### src/rtl/mem_pkg.sv
// ---------------------------------------------------------------------------
// mem_pkg
// Shared definitions for the MEM-stage data-memory responder.
//   state_e : FSM encoding for the access sequencer (IDLE, REQ, DONE)
//   WORD_W  : datapath width for addresses and data words
// ---------------------------------------------------------------------------
package mem_pkg;

  localparam int WORD_W = 32;

  typedef enum logic [1:0] {
    IDLE = 2'd0,
    REQ  = 2'd1,
    DONE = 2'd2
  } state_e;

endpackage

### src/rtl/mem_access_unit.sv
// ---------------------------------------------------------------------------
// mem_access_unit
// MEM-stage data-memory responder. Takes the load/store request sitting in
// the EX/MEM register, runs a req/ack handshake with data memory and freezes
// the pipeline until the access completes (or times out).
//
// Parameters:
//   TIMEOUT      max REQ cycles without ack before the access is aborted
// Ports:
//   clk_i        clock, all state changes on rising edge
//   rst_i        synchronous active-high reset
//   MemRead_i    load request from EX/MEM
//   MemWrite_i   store request from EX/MEM (wins if both are set)
//   addr_i       byte address (ALU result)
//   wrdata_i     store data
//   rddata_o     load data for MEM/WB, valid in DONE and held afterwards
//   stall_o      freeze request to upstream pipeline registers
//   misalign_o   one-cycle pulse after a misaligned request is seen
//   timeout_o    one-cycle pulse when an access is aborted by timeout
//   mem_req_o    memory request (registered)
//   mem_we_o     1 = write, 0 = read
//   mem_addr_o   word-aligned memory address
//   mem_wdata_o  memory write data
//   mem_ack_i    memory completion
//   mem_rdata_i  memory read data, valid while mem_ack_i is high
// ---------------------------------------------------------------------------
module mem_access_unit
  import mem_pkg::*;
#(
  parameter int TIMEOUT = 64
) (
  input  logic              clk_i,
  input  logic              rst_i,
  input  logic              MemRead_i,
  input  logic              MemWrite_i,
  input  logic [WORD_W-1:0] addr_i,
  input  logic [WORD_W-1:0] wrdata_i,
  output logic [WORD_W-1:0] rddata_o,
  output logic              stall_o,
  output logic              misalign_o,
  output logic              timeout_o,
  output logic              mem_req_o,
  output logic              mem_we_o,
  output logic [WORD_W-1:0] mem_addr_o,
  output logic [WORD_W-1:0] mem_wdata_o,
  input  logic              mem_ack_i,
  input  logic [WORD_W-1:0] mem_rdata_i
);

  localparam int CNT_W = (TIMEOUT > 1) ? $clog2(TIMEOUT) : 1;
  localparam logic [CNT_W-1:0] LAST_WAIT = CNT_W'(TIMEOUT - 1);

  state_e            r_state;
  logic [CNT_W-1:0]  r_waitCnt;
  logic [WORD_W-1:0] r_rddata;
  logic              r_misalign;
  logic              r_timeout;
  logic              r_memReq;
  logic              r_memWe;
  logic [WORD_W-1:0] r_memAddr;
  logic [WORD_W-1:0] r_memWdata;

  logic w_anyReq;
  logic w_aligned;
  logic w_validReq;

  // Classify whatever the EX/MEM register is presenting this cycle. Only an
  // aligned load or store starts a memory access; a misaligned one is only
  // flagged.
  assign w_anyReq   = MemRead_i | MemWrite_i;
  assign w_aligned  = (addr_i[1:0] == 2'b00);
  assign w_validReq = w_anyReq & w_aligned;

  // The stall must rise in the very IDLE cycle the request appears, otherwise
  // the upstream registers would advance past the instruction before the
  // access starts. It stays up through every REQ cycle and drops in DONE so
  // the pipeline moves on at the end of DONE.
  assign stall_o = (r_state == REQ) || ((r_state == IDLE) && w_validReq);

  assign rddata_o    = r_rddata;
  assign misalign_o  = r_misalign;
  assign timeout_o   = r_timeout;
  assign mem_req_o   = r_memReq;
  assign mem_we_o    = r_memWe;
  assign mem_addr_o  = r_memAddr;
  assign mem_wdata_o = r_memWdata;

  // Access sequencer. The request fields are latched on entry to REQ so the
  // memory sees stable values for the whole handshake. mem_req_o is its own
  // flop updated alongside the state so it is glitch-free. In DONE the old
  // request is still on the inputs but is deliberately not looked at, so it
  // is never reissued. An ack arriving on the final wait cycle still counts
  // as a normal completion because it is checked before the timeout.
  always_ff @(posedge clk_i) begin
    if (rst_i) begin
      r_state    <= IDLE;
      r_waitCnt  <= '0;
      r_rddata   <= '0;
      r_misalign <= 1'b0;
      r_timeout  <= 1'b0;
      r_memReq   <= 1'b0;
      r_memWe    <= 1'b0;
      r_memAddr  <= '0;
      r_memWdata <= '0;
    end else begin
      r_misalign <= 1'b0;
      r_timeout  <= 1'b0;
      case (r_state)
        IDLE: begin
          if (w_validReq) begin
            r_state    <= REQ;
            r_memReq   <= 1'b1;
            r_memWe    <= MemWrite_i;
            r_memAddr  <= {addr_i[WORD_W-1:2], 2'b00};
            r_memWdata <= wrdata_i;
            r_waitCnt  <= '0;
          end else if (w_anyReq) begin
            r_misalign <= 1'b1;
          end
        end
        REQ: begin
          if (mem_ack_i) begin
            if (!r_memWe) begin
              r_rddata <= mem_rdata_i;
            end
            r_state  <= DONE;
            r_memReq <= 1'b0;
          end else if (r_waitCnt == LAST_WAIT) begin
            r_timeout <= 1'b1;
            r_state   <= DONE;
            r_memReq  <= 1'b0;
          end else begin
            r_waitCnt <= r_waitCnt + CNT_W'(1);
          end
        end
        DONE: begin
          r_state <= IDLE;
        end
        default: begin
          r_state  <= IDLE;
          r_memReq <= 1'b0;
        end
      endcase
    end
  end

endmodule

### config.mk
export PLATFORM = sky130hd
export DESIGN_NAME = mem_access_unit
export DESIGN_NICKNAME = d
export VERILOG_FILES = /design/src/rtl/mem_pkg.sv /design/src/rtl/mem_access_unit.sv
export SDC_FILE = /design/constraint.sdc
export NUM_CORES = 1
export LEC_CHECK = 0
export CORE_UTILIZATION = 40
export DETAILED_ROUTE_END_ITERATION = 10
export DONT_BUFFER_PORTS = 1
export GPL_ROUTABILITY_DRIVEN = 0
export PLACE_DENSITY = 0.6
export RECOVER_POWER = 25
export SLEW_MARGIN = 0
export SYNTH_ARGS = -nofsm -noshare
export SYNTH_HDL_FRONTEND = slang
export SYNTH_SLANG_ARGS = --single-unit
### constraint.sdc
create_clock -name clk_i -period 4 [get_ports clk_i]
set_input_delay 0.6 -clock clk_i [delete_from_list [all_inputs] [get_ports clk_i]]
set_output_delay 0.6 -clock clk_i [all_outputs]
set_load 0.01 [all_outputs]
# Word-level counts from Yosys, hierarchy flattened
# Cells that the tools add are included.
# W data, S select, Z words.
[totals]
ff_bits = 106
in_bits = 101
out_inout_bits = 101
word_cells = 49
[op_classes]
addsub = 1
eq_ne = 7
mux = 14
bitwise = 6
n_reduce_logical = 12
[op_table]
columns = ["operator", "n"]
rows = [
  ["$mux W6", 3],
  ["$pmux W6 S2", 1],
  ["$add A6 B1 Y6 const B", 1],
  ["$eq A6 B6 Y1 const B", 1],
  ["$mux W2", 3],
  ["$ne A2 B2 Y1 const B", 3],
  ["$reduce_and A3 Y1", 2],
  ["$reduce_or A3 Y1", 2],
  ["$mux W1", 5],
  ["$logic_not A2 Y1", 2],
  ["$not A1 Y1", 4],
  ["$pmux W2 S2", 1],
  ["$reduce_and A2 Y1", 2],
  ["$reduce_and A4 Y1", 1],
  ["$ne A3 B2 Y1 const B", 1],
  ["$pmux W1 S3", 1],
  ["$eq A2 B1 Y1 const B", 1],
  ["$eq A2 B2 Y1 const B", 1],
  ["$reduce_bool A2 Y1", 1],
  ["$and A1 B1 Y1", 1],
  ["$logic_and A1 B1 Y1", 1],
  ["$logic_or A1 B1 Y1", 1],
  ["$or A1 B1 Y1", 1],
]

# Depth between registers and ports, before layout
[logic_depth]
depth_word = 4
depth_mapped = 7
mapped_depth_nobuf = 5

# Least setup slack after synthesis
# No wires, ideal clock.
[synth_timing]
path_type = "input -> output"
startpoint = "input addr_i[1]"
endpoint = "output stall_o"
arrival_ps = 1834
t_required_ps = 3400
setup_slack_ps = 1566
cell_stages = 6
n_path_buf = 3
path_cell_list = "or2_1 -> or3_1 -> buf_2 -> clkbuf_1 -> buf_2 -> nand2_1"
[synth_via]
elab_chain_len = 4
[synth_lines]
columns = ["item", "line", "source"]
rows = [
  ["start, declared", "mem_access_unit.sv:36", "input logic [WORD_W-1:0] addr_i,"],
  ["$logic_not A2 Y1", "mem_access_unit.sv:71", "assign w_aligned = (addr_i[1:0] == 2'b00);"],
  ["$and A1 B1 Y1", "mem_access_unit.sv:72", "assign w_validReq = w_anyReq & w_aligned;"],
  ["$logic_and A1 B1 Y1", "mem_access_unit.sv:78", "assign stall_o = (r_state == REQ) || ((r_state == IDLE) && w_validReq);"],
  ["$logic_or A1 B1 Y1", "mem_access_unit.sv:78", ""],
  ["end, declared", "mem_access_unit.sv:39", "output logic stall_o,"],
]
# Every way passes these cells.

# Worst setup path in the final report
[layout_timing]
startpoint = "register r_state[0]"
endpoint = "output stall_o"
[layout_via]
elab_chain_len = 3
elab_cells_between_ends = 4
cone_classes = "eq/ne: 1; reduce/logical: 3"
[layout_lines]
columns = ["item", "line", "source"]
rows = [
  ["start, declared", "mem_access_unit.sv:53", "state_e r_state;"],
  ["start signal, assigned", "mem_access_unit.sv:96", "r_state <= IDLE;"],
  ["start signal, assigned", "mem_access_unit.sv:111", "r_state <= REQ;"],
  ["start signal, assigned", "mem_access_unit.sv:126", "r_state <= DONE;"],
  ["$logic_not A2 Y1", "mem_access_unit.sv:78", ""],
  ["$logic_and A1 B1 Y1", "mem_access_unit.sv:78", ""],
  ["$logic_or A1 B1 Y1 *", "mem_access_unit.sv:78", ""],
]
# Mark *: on every way between the ends. The rest lies on a longest branch, timed or not.

==> reports/results.ini <==
[flow_run]
max_cap_viol_count = 0

[floorplan]
rows = 35
fp.dieH_um = 99.5
core_um2 = 9240
ios = 202
die-area_um2 = 9890
die_x_um = 99.5
start_util = 0.411

[final_layout]
stdcell_count = 595
final_nets = 563
area_growth_pct = 6.26
drive_gt1_frac = 0.0494
diodes = 0
num-fill-cells = 937

[power_and_ir_drop]
max-vdd-ir-drop_uv = 189
power_density_nw_per_um2 = 459
p_leak_nw = 1.31
total_power_mw = 1.85

[setup_path]
end_kind = output pin
crit_slowest_cell = or3_2
cpPeakStageDelay_ps = 760
worstPathRequired_ps = 3400
arrival_ps = 1990
criticalPathCategory = flip-flop to output pin
crit_family = simple AND/OR/NAND/NOR gates
crit_buf_inv = 0
path_cells = or2_0 -> or3_2 -> nand2_1
crit_fanout = 29
start_kind = flip-flop

[detailed_routing]
vias = 3031
dr_wl_met3_um = 748
wl_mm = 8.73
drtIter0Drc = 123
wl_met1_mm = 3.55
drc = 0
wl_met2_mm = 4.27
drt_pass1_iterations = 4
vias_per_cell = 5.09
top_layer_used = met4
wl_per_cell_um = 14.7
ant_nets = 0

[clock_tree]
cts.sinks = 106
clk_pin_slew_ps = 100
cts_max_path_buffers = 2
cts_max_level = 3
ctsRootBufferMaster = clkbuf_8
cts_tree = done
post_cts_buffers = 0
hold_buffers = 0
cts_made_buffers = 9
clkLatencyLatePin_ps = 360
ctsResizeCount = 0

[timing]
period_share = 0.648
slew_headroom = 0.199
finalSetupTns_ps = 0
layout_min_cycle_time_ps = 2590
tightestPinTransition_ps = 1200
final_hold_viol_count = 0
finalMaxSlewViolations = 0
finalSetupViolations = 0
fin_skew_ps = 14.2
rsz0062_at_grt = false
fmax_mhz = 386

[yosys]
synth_edf_count = 0
synth_cells = 482
yosys_warnings = 0
netlist-cell-type-count = 36
ys_seq_area_frac = 0.559
syn_area_um2 = 3800
ys_ff_latch = 106
async_flop_share = 0
syn_area_per_cell_um2 = 7.88
synth-main-ff-cell = dfxtp_1

[global_route]
antenna_found_initial = 0
grt_pass1_wl_mm = 13.6
grt_usage = 0.172
grt_max_degree = 107
gr-total-overflow = 0
first_global_vias = 2888

[placed_design]
dpl.hpwl_mm = 5.83
portBuffers = 0
place_inst = 579

[outcome]
status = complete, no violations

[min_path]
hp-class = input pin to flip-flop

==> cell usage in the layout (no fill, tap or decap), types with 2 or more instances in the layout <==
master      count
nand2_1       194
clkbuf_8       10
nor3_1          2
inv_6           2
dfxtp_1       106
conb_1          2
a211oi_1        2
nand3_1         5
nor2_1          7
nand2b_1        2
inv_1           2
a21oi_1        98
buf_4           3
clkinvlp_4      2
a31oi_1         5
==> power by group <==
group,internal (mW),switching (mW)
combinational,0.0321,0.0595
clock,0.252,0.372
sequential,1.09,0.0441
total,1.38,0.475
==> cell families (layout without fill, tap and decap cells) <==
logic type / count (synthesis) / after routing / share of synthesized area
AND/OR/NAND/NOR: 222 / 222 / 0.236
flip-flops: 106 / 106 / 0.559
AO/OA/AOI/OAI: 114 / 114 / 0.161
other: 1 / 2 / 0.000987
adder cells (fa/ha/maj): 1 / 1 / 0.00329
buffers and inverters: 38 / 21 / 0.0405
==> synth_stat cells (2+ instances only) <==
| library cell | n | area (um^2) |
|---|---|---|
| nor3_1 | 2 | 10.0 |
| clkbuf_1 | 31 | 116 |
| nand2_1 | 194 | 728 |
| nand2b_1 | 2 | 12.5 |
| a211oi_1 | 2 | 15.0 |
| a31oi_1 | 5 | 31.3 |
| dfxtp_1 | 106 | 2120 |
| a21oi_1 | 98 | 490 |
| buf_2 | 3 | 15.0 |
| nor2_1 | 7 | 26.3 |
| buf_4 | 2 | 15.0 |
| nand3_1 | 5 | 25.0 |
| inv_1 | 2 | 7.51 |
==> path summary, 6_finish.rpt <==
kind | startpoint | cells after the start | slack, ps | end
hold / removal | rst_i | 1 | 300 | rddata_o[27]$_SDFFE_PP0P_
hold reg to reg | rddata_o[17]$_SDFFE_PP0P_ | 2 | 500 | rddata_o[17]$_SDFFE_PP0P_
setup / recovery | r_state[0]$_SDFFE_PP0P_ | 3 | 1410 | stall_o
setup reg to reg | r_state[0]$_SDFFE_PP0P_ | 4 | 1640 | rddata_o[16]$_SDFFE_PP0P_
==> per-stage QoR <==
step	hold slack (ps)	cell area, um^2	worst slack, ps	util
5_1_grt	265	4040	1290	0.437
6_report	305	4040	1410	0.437
4_1_cts	284	4040	1450	0.437
3_5_place_dp	487	3850	1510	0.417
3_3_place_gp	482	3850	1530	0.417
2_1_floorplan	468	3800	1570	-
==> area by class of cell <==
| class | count | area [um^2] | share of cell area |
|---|---|---|---|
| Tap cell | 129 | 161 | 0.0400 |
| Multi-Input combinational cell | 339 | 1540 | 0.381 |
| Clock inverter | 6 | 48.8 | 0.0121 |
| Inverter | 2 | 7.51 | 0.00186 |
| Clock buffer | 10 | 138 | 0.0341 |
| Sequential cell | 106 | 2120 | 0.526 |
| Timing Repair Buffer | 3 | 22.5 | 0.00558 |
==> per-layer routing <==
layer	up-vias	track usage
met2	129	0.301
met5	-	0
met1	1362	0.191
met4	0	0.0758
met3	15	0.0555
li1	1525	-
==> state kept, by name, indices dropped and copies added, names as in the netlist <==
signal / flops
mem_wdata_o: 32
rddata_o: 32
mem_addr_o: 30
r_waitCnt: 6
r_state: 2
mem_req_o: 1
mem_we_o: 1
misalign_o: 1
timeout_o: 1
(Power assumes the default switching activity.)
